==> config.mk <==
export PLATFORM = sky130hd
export DESIGN_NAME = fifo_uart_tx
export DESIGN_NICKNAME = d
export VERILOG_FILES = /design/src/rtl/fifo_uart_tx_pkg.sv /design/src/rtl/fifo_uart_tx_baud.sv /design/src/rtl/fifo_uart_tx.sv
export SDC_FILE = /design/constraint.sdc
export NUM_CORES = 1
export LEC_CHECK = 0
export ABC_AREA = 1
export BUFFER_PORTS_ARGS = -buffer_cell sky130_fd_sc_hd__buf_2
export CORE_UTILIZATION = 49
export DETAILED_ROUTE_END_ITERATION = 8
export GPL_TIMING_DRIVEN = 1
export PLACE_DENSITY = 0.69
export SLEW_MARGIN = 10
export SYNTH_ARGS = -nofsm -noshare
export SYNTH_HDL_FRONTEND = slang
export SYNTH_SLANG_ARGS = --single-unit
==> constraint.sdc <==
create_clock -name clk -period 2.07 [get_ports clk]
set_input_delay 0.207 -clock clk [delete_from_list [all_inputs] [get_ports clk]]
set_output_delay 0.207 -clock clk [all_outputs]
set_load 0.1 [all_outputs]
==> src/rtl/fifo_uart_tx_pkg.sv <==
// Shared definitions for the FIFO-draining UART transmitter.
//   state_t    : FSM state encoding (3 bits)
//   parity_bit : parity of a data byte, even or odd sense
package fifo_uart_tx_pkg;

  typedef enum logic [2:0] {
    ST_IDLE   = 3'd0,
    ST_FETCH  = 3'd1,
    ST_LOAD   = 3'd2,
    ST_START  = 3'd3,
    ST_DATA   = 3'd4,
    ST_PARITY = 3'd5,
    ST_STOP   = 3'd6
  } state_t;

  // Even parity is the plain XOR reduction; odd parity inverts it.
  function automatic logic parity_bit(input logic [7:0] data, input logic odd);
    return (^data) ^ odd;
  endfunction

endpackage

==> src/rtl/fifo_uart_tx_baud.sv <==
// Bit-period timer for the UART transmitter.
//   clk      : system clock
//   rst      : synchronous active-high reset
//   restart  : clear the counter (asserted on every FSM state change)
//   bit_tick : high on the last clock of each bit period (count == CLK_DIV-1)
module uart_baud_tick #(
  parameter int CLK_DIV = 16
) (
  input  logic clk,
  input  logic rst,
  input  logic restart,
  output logic bit_tick
);

  localparam int CW = (CLK_DIV > 2) ? $clog2(CLK_DIV) : 1;

  logic [CW-1:0] cnt;

  assign bit_tick = (cnt == CW'(CLK_DIV - 1));

  always_ff @(posedge clk) begin
    if (rst || restart) cnt <= '0;
    else if (bit_tick)  cnt <= '0;
    else                cnt <= cnt + CW'(1);
  end

endmodule

==> src/rtl/fifo_uart_tx.sv <==
// FIFO drain stage: pops one byte at a time from the upstream FIFO and
// serializes it as a UART frame (start, 8 data LSB-first, optional parity,
// 1 or 2 stop bits).
//   clk        : system clock
//   rst        : synchronous active-high reset
//   tx_en      : permission to start new frames
//   empty_flag : FIFO empty indicator
//   fifo_data  : FIFO read data, valid the cycle after an en_r pulse
//   en_r       : FIFO read enable, one pulse per byte
//   tx         : registered serial line, idle high
//   busy       : high whenever the FSM is not idle
//   frame_done : one-cycle pulse after the last stop bit
module fifo_uart_tx
  import fifo_uart_tx_pkg::*;
#(
  parameter int CLK_DIV    = 16,
  parameter int PARITY_EN  = 0,
  parameter int PARITY_ODD = 0,
  parameter int STOP_BITS  = 1
) (
  input  logic       clk,
  input  logic       rst,
  input  logic       tx_en,
  input  logic       empty_flag,
  input  logic [7:0] fifo_data,
  output logic       en_r,
  output logic       tx,
  output logic       busy,
  output logic       frame_done
);

  localparam logic STOP_LAST = (STOP_BITS == 2);
  localparam logic ODD       = (PARITY_ODD != 0);
  localparam logic HAS_PAR   = (PARITY_EN != 0);

  state_t     state, next_state;
  logic       bit_tick, restart;
  logic [2:0] bit_cnt, bit_cnt_d;
  logic       stop_cnt, stop_cnt_d;
  logic [7:0] shift, shift_d;
  logic       par, par_d;
  logic       tx_d;
  logic       can_fetch, last_stop;

  // The empty flag and tx_en are only acted on in IDLE and at the final
  // stop tick; everywhere else they are ignored.
  assign can_fetch = tx_en && !empty_flag;
  assign last_stop = (state == ST_STOP) && bit_tick && (stop_cnt == STOP_LAST);

  // Bit timing restarts on every state entry so each state owns whole periods.
  assign restart = (next_state != state);

  uart_baud_tick #(.CLK_DIV(CLK_DIV)) u_baud (
    .clk      (clk),
    .rst      (rst),
    .restart  (restart),
    .bit_tick (bit_tick)
  );

  // State register
  always_ff @(posedge clk) begin
    if (rst) state <= ST_IDLE;
    else     state <= next_state;
  end

  // Next-state logic
  always_comb begin
    next_state = state;
    case (state)
      ST_IDLE:   if (can_fetch) next_state = ST_FETCH;
      ST_FETCH:  next_state = ST_LOAD;
      ST_LOAD:   next_state = ST_START;
      ST_START:  if (bit_tick) next_state = ST_DATA;
      ST_DATA:   if (bit_tick && bit_cnt == 3'd7)
                   next_state = HAS_PAR ? ST_PARITY : ST_STOP;
      ST_PARITY: if (bit_tick) next_state = ST_STOP;
      ST_STOP:   if (last_stop) next_state = can_fetch ? ST_FETCH : ST_IDLE;
      default:   next_state = ST_IDLE;
    endcase
  end

  // Outputs decoded from the state register
  always_comb begin
    en_r = (state == ST_FETCH);
    busy = (state != ST_IDLE);
  end

  // Datapath next values. The line level is derived from the state being
  // entered so that tx is a pure register with no input-to-pin path.
  always_comb begin
    shift_d    = shift;
    bit_cnt_d  = bit_cnt;
    stop_cnt_d = stop_cnt;
    par_d      = par;
    case (state)
      ST_LOAD: begin
        shift_d    = fifo_data;
        par_d      = parity_bit(fifo_data, ODD);
        bit_cnt_d  = 3'd0;
        stop_cnt_d = 1'b0;
      end
      ST_DATA: if (bit_tick) begin
        shift_d   = {1'b0, shift[7:1]};
        bit_cnt_d = bit_cnt + 3'd1;
      end
      ST_STOP: if (bit_tick) stop_cnt_d = stop_cnt + 1'b1;
      default: ;
    endcase

    case (next_state)
      ST_START:  tx_d = 1'b0;
      ST_DATA:   tx_d = shift_d[0];
      ST_PARITY: tx_d = par_d;
      default:   tx_d = 1'b1;
    endcase
  end

  // Datapath and output registers
  always_ff @(posedge clk) begin
    if (rst) begin
      shift      <= 8'd0;
      bit_cnt    <= 3'd0;
      stop_cnt   <= 1'b0;
      par        <= 1'b0;
      tx         <= 1'b1;
      frame_done <= 1'b0;
    end else begin
      shift      <= shift_d;
      bit_cnt    <= bit_cnt_d;
      stop_cnt   <= stop_cnt_d;
      par        <= par_d;
      tx         <= tx_d;
      frame_done <= last_stop;
    end
  end

endmodule

==> Yosys cells after proc, flatten, opt, wreduce, memory -nomap -nowiden <==
Index checks and enable logic that the tools add are counted.
{ "op_classes": {"n_addsub": 3, "eq_ne": 14, "mux": 15, "n_bitwise": 1, "reduce_logical": 14} }
{ "op_table": {"columns": ["cell", "count"], "rows": [
  ["$pmux W3 S7", 1],
  ["$eq A3 B3 Y1 const B", 6],
  ["$mux W3", 6],
  ["$pmux W8 S2", 1],
  ["$eq A3 B2 Y1 const B", 3],
  ["$mux W8", 1],
  ["$reduce_xor A8 Y1", 1],
  ["$pmux W3 S2", 1],
  ["$add A4 B1 Y4 const B", 1],
  ["$eq A4 B4 Y1 const B", 1],
  ["$logic_and A1 B1 Y1", 4],
  ["$ne A2 B2 Y1 const B", 2],
  ["$reduce_and A2 Y1", 2],
  ["$reduce_bool A2 Y1", 2],
  ["$add A3 B1 Y3 const B", 1],
  ["$eq A3 B1 Y1 const B", 1],
  ["$logic_not A3 Y1", 1],
  ["$mux W1", 3],
  ["$ne A3 B3 Y1", 1],
  ["$pmux W1 S3", 1],
  ["$reduce_bool A3 Y1", 1],
  ["$pmux W1 S2", 1],
  ["$reduce_or A2 Y1", 1],
  ["$add A1 B1 Y1 const B", 1],
  ["other kinds (3)", 3]
]} }
{ "totals": {"register_bits": 22, "in_bits": 12, "out_inout_bits": 4, "elab_cells": 56} }

==> Depth between registers and ports, before layout <==
{ "depth": {"ltp_word": 8, "mapped_depth": 11, "depth_no_buf": 11} }

==> Cells and area by module <==
A second synthesis with hierarchy kept.
{ "hier_totals": {"cells_unflattened": 211, "hier_area_um2": 1425.1} }
{ "by_module_without_submodules": {"columns": ["mod", "n_inst", "cells_each", "area_per_inst_um2"], "rows": [
  ["fifo_uart_tx", 1, 192, 1258.7],
  ["uart_baud_tick", 1, 19, 166.4]
]} }

==> Least setup slack after synthesis <==
Ideal clock, no wire load.
{ "synth_timing": {"kind": "reg2out", "startpoint": "reg state[0]", "endpoint": "out en_r", "arrival_time_ns": 2.536, "setup_slack_ns": -0.673, "path_stages_with_launch": 3, "path_buffers": 0, "cell_sequence": "dfxtp_1 > inv_2 > nor3_1"} }
{ "synth_via": {"elab_chain_cells": 1} }
{ "synth_rtl": {"columns": ["item", "line_no", "text"], "rows": [
  ["start, declared", "fifo_uart_tx.sv:36", "state_t state, next_state;"],
  ["start signal, assigned", "fifo_uart_tx.sv:63", "else state <= next_state;"],
  ["$eq A3 B1 Y1", "fifo_uart_tx.sv:84", "en_r = (state == ST_FETCH);"],
  ["end, declared", "fifo_uart_tx.sv:26", "output logic en_r,"]
]} }
Every way passes these cells.

==> Final worst setup path <==
{ "layout_timing": {"startpoint": "reg state[1]", "endpoint": "out busy"} }
{ "layout_via": {"elab_chain_cells": 1} }
{ "layout_rtl": {"columns": ["item", "line_no", "text"], "rows": [
  ["$reduce_bool A3 Y1", "fifo_uart_tx.sv:85", "busy = (state != ST_IDLE);"],
  ["end, declared", "fifo_uart_tx.sv:28", "output logic busy,"]
]} }
Every way passes these cells.

==> impl_metrics.toml <==
[global_route]
antenna_found_initial = 0
grt_max_degree = 15
grt.total_usage_pct = 19.0
grt_pass1_wl_um = 3920
grt_pass1_vias = 940
grt_overflow = 0

[die]
ios = 16
fp.dieH_um = 53.5
row_count = 18
die_area_mm2 = 0.00286
start_util_pct = 51.9
dieWidth_um = 53.5
core_area_mm2 = 0.00250

[cts]
cts_tree = "yes"
cts-resized-gates = 0
ctsRootBufferMaster = "clkbuf_4"
cts_buffer_depth = 2
numCtsBuffers = 3
path_clk_slew_ps = 130
htreeDepth = 1
hold_buffers = 0
clock_latency_ps = 300
clock_sinks = 22
post_cts_buffers = 0

[yosys]
async_reset_ff_share_pct = 0
ys_seq_elements = 22
ys_warn_count = 0
syn_inst = 187
syn_nets = 202
synth_top_area_cell = "dfxtp_1"
seq_area_frac_synth_pct = 33.9
synth-main-ff-cell = "dfxtp_1"
synth_area_per_cell_um2 = 6.94
syn_area_mm2 = 0.00130
ys_types = 31
synth_edf_count = 0
synth.area.top_cells = "dfxtp_1, nand2_1, inv_1"
synth_top_area_share_pct = 33.9

[drt]
firstDrtPassIters = 4
avgRoutedWirePerCell_um = 10.7
drt_iter0_drc = 38
vias_per_cell = 5.00
routed-via-count = 1161
antenna_left = 0
drc = 0
drt-total-wl_um = 2480

[sta]
skew_ps = 4.65
finalHoldViolCount = 0
fin_crit_ps = 1810
drv_slew = 0
relSlewSlack_pct = 68.0
setup_viol = 0
timing.final.crit_share_pct = 87.2
worst_pin_slew_ps = 484
holdWs_ps = 166
rsz0062_at_grt = "no"
setup-tns-final_ps = 0
max_freq_ghz = 0.554

[cells_and_area]
num_antenna_cells = 0
fillCellCount = 247
fin_area_mm2 = 0.00141
fin_util_pct = 56.6
layout_common_cells = "nand2_1, inv_1, dfxtp_1"
regArea_um2 = 440
stdcell_count = 232
synthToLayoutAreaGrowth_pct = 8.97
final_common_cell = "nand2_1"
layout.nets = 218
drive_above_1_share_pct = 18.8
multiInputGateArea_um2 = 713

[pwr]
power_density_mw_per_mm2 = 639
clock_power_share_pct = 26.2
leakage_nw = 0.705
peakVddDrop_mv = 0.438
swShare_pct = 31.5
switchingPower_mw = 0.285
seqPwrFrac_pct = 51.7
intPower_mw = 0.619
combPwrFrac_pct = 22.1

[critical_path]
cp.buffers_inverters = 3
cp.arrival_ps = 1600
cpMaxStageDelayCell = "dfxtp_1"
crit_path_end_kind = "output port"
crit_chain = "inv_2 -> nand2_1 -> nor2_1 -> inv_1 -> buf_2"
start_kind = "register"
worstReg2RegEnd = "tx"
r2r_cells = 10
reg2reg_from = "u_baud.cnt[0]"
crit_family = "buffers and inverters"
r2r_slack_ps = 440
required_ps = 1860
cp_max_fo = 8
path_depth = 5
max_stage_delay_ps = 570
crit_type = "reg -> out"

[place]
place_inst = 228
dp_hpwl_um = 1970
dpl_cell_area_mm2 = 0.00138
port_buffers = 15
finalWeightedCongestion = 0.966

[job]
maxCapViolCount = 0

[worst_hold_path]
hold_end = "shift[7]"
holdPathStages = 3
hold_path.class = "in -> reg"
hp-start = "fifo_data[7]"

[status]
outcome = "completed"
-- state kept, by name (all words and copies together) (netlist names) --
name / flops
shift: 8
bit_cnt: 3
par: 1
state: 3
stop_cnt: 1
frame_done: 1
tx: 1
u_baud.cnt: 4
-- how the worst max path moves through the flow --
stage | to | slack [ps] | startpoint
2_1_floorplan | en_r | 190 | state[0]
3_5_place_dp | tx | 480 | u_baud.cnt[0]
3_3_place_gp | tx | 510 | u_baud.cnt[0]
6_report | busy | 260 | state[1]
5_1_grt | busy | 140 | state[1]
4_1_cts | busy | 260 | state[1]
-- worst register-to-register path, stage by stage, from the launching register on --
cell and delay, ps:
dfxtp_1 390, ha_1 250, nand3_4 160, nand2_1 120, inv_1 40, nand2_1 40, nand3_1 90, nor2_1 180
nand3_1 100, nand3_1 80, nand4_1 70
-- routing by layer --
layer	track usage, %	share of wire, %	vias up	wire length, µm
met3	3.45	3.6	4	88
met1	26.0	51	507	1260
met5	0	0	-	0
met2	29.2	44	23	1100
met4	6.58	1.2	0	30
li1	-	-	627	-
-- stage by stage --
stage,setup slack [ps],total power [mW]
after global routing,136,0.957
final,264,0.904
after CTS,261,0.913
after global placement,514,0.670
after detailed placement,478,0.677
after floorplan,192,0.637
-- cells by family after synthesis --
logic type	Yosys count	synth area share, %
fa+ha+maj	3	2.89
flops	22	33.9
xor+xnor	4	2.70
compound gates	24	11.4
simple gates	101	37.6
buf+inv	33	11.5
-- area by class of cell --
| type | count | share of cell area [%] |
|---|---|---|
| Clock buffer | 4 | 2.57 |
| Multi-Input combinational cell | 132 | 50.4 |
| Tap cell | 30 | 2.65 |
| Timing Repair Buffer | 15 | 5.31 |
| Inverter | 29 | 7.88 |
| Sequential cell | 22 | 31.2 |
-- power groups by stage --
stage / Clock (mW) / Sequential (mW) / Combinational (mW)
after global routing: 0.263 / 0.471 / 0.223
final: 0.237 / 0.468 / 0.199
after floorplan: 0 / 0.474 / 0.163
after detailed placement: 0 / 0.477 / 0.200
after global placement: 0 / 0.475 / 0.194
after CTS: 0.245 / 0.467 / 0.201
-- Yosys cell counts, types with 2 or more instances --
cell and count:
dfxtp_1 22, ha_1 3, nor2_1 21, nor2_2 2, inv_1 23, xnor2_1 2, nand3_1 13, nand2_2 2
nand4_1 3, inv_2 5, nand3_4 2, o21ai_0 4, xor2_1 2, a21oi_1 7, buf_6 3, a31oi_1 4
nand2_1 51, a22oi_1 5
(Power assumes the default switching activity.)
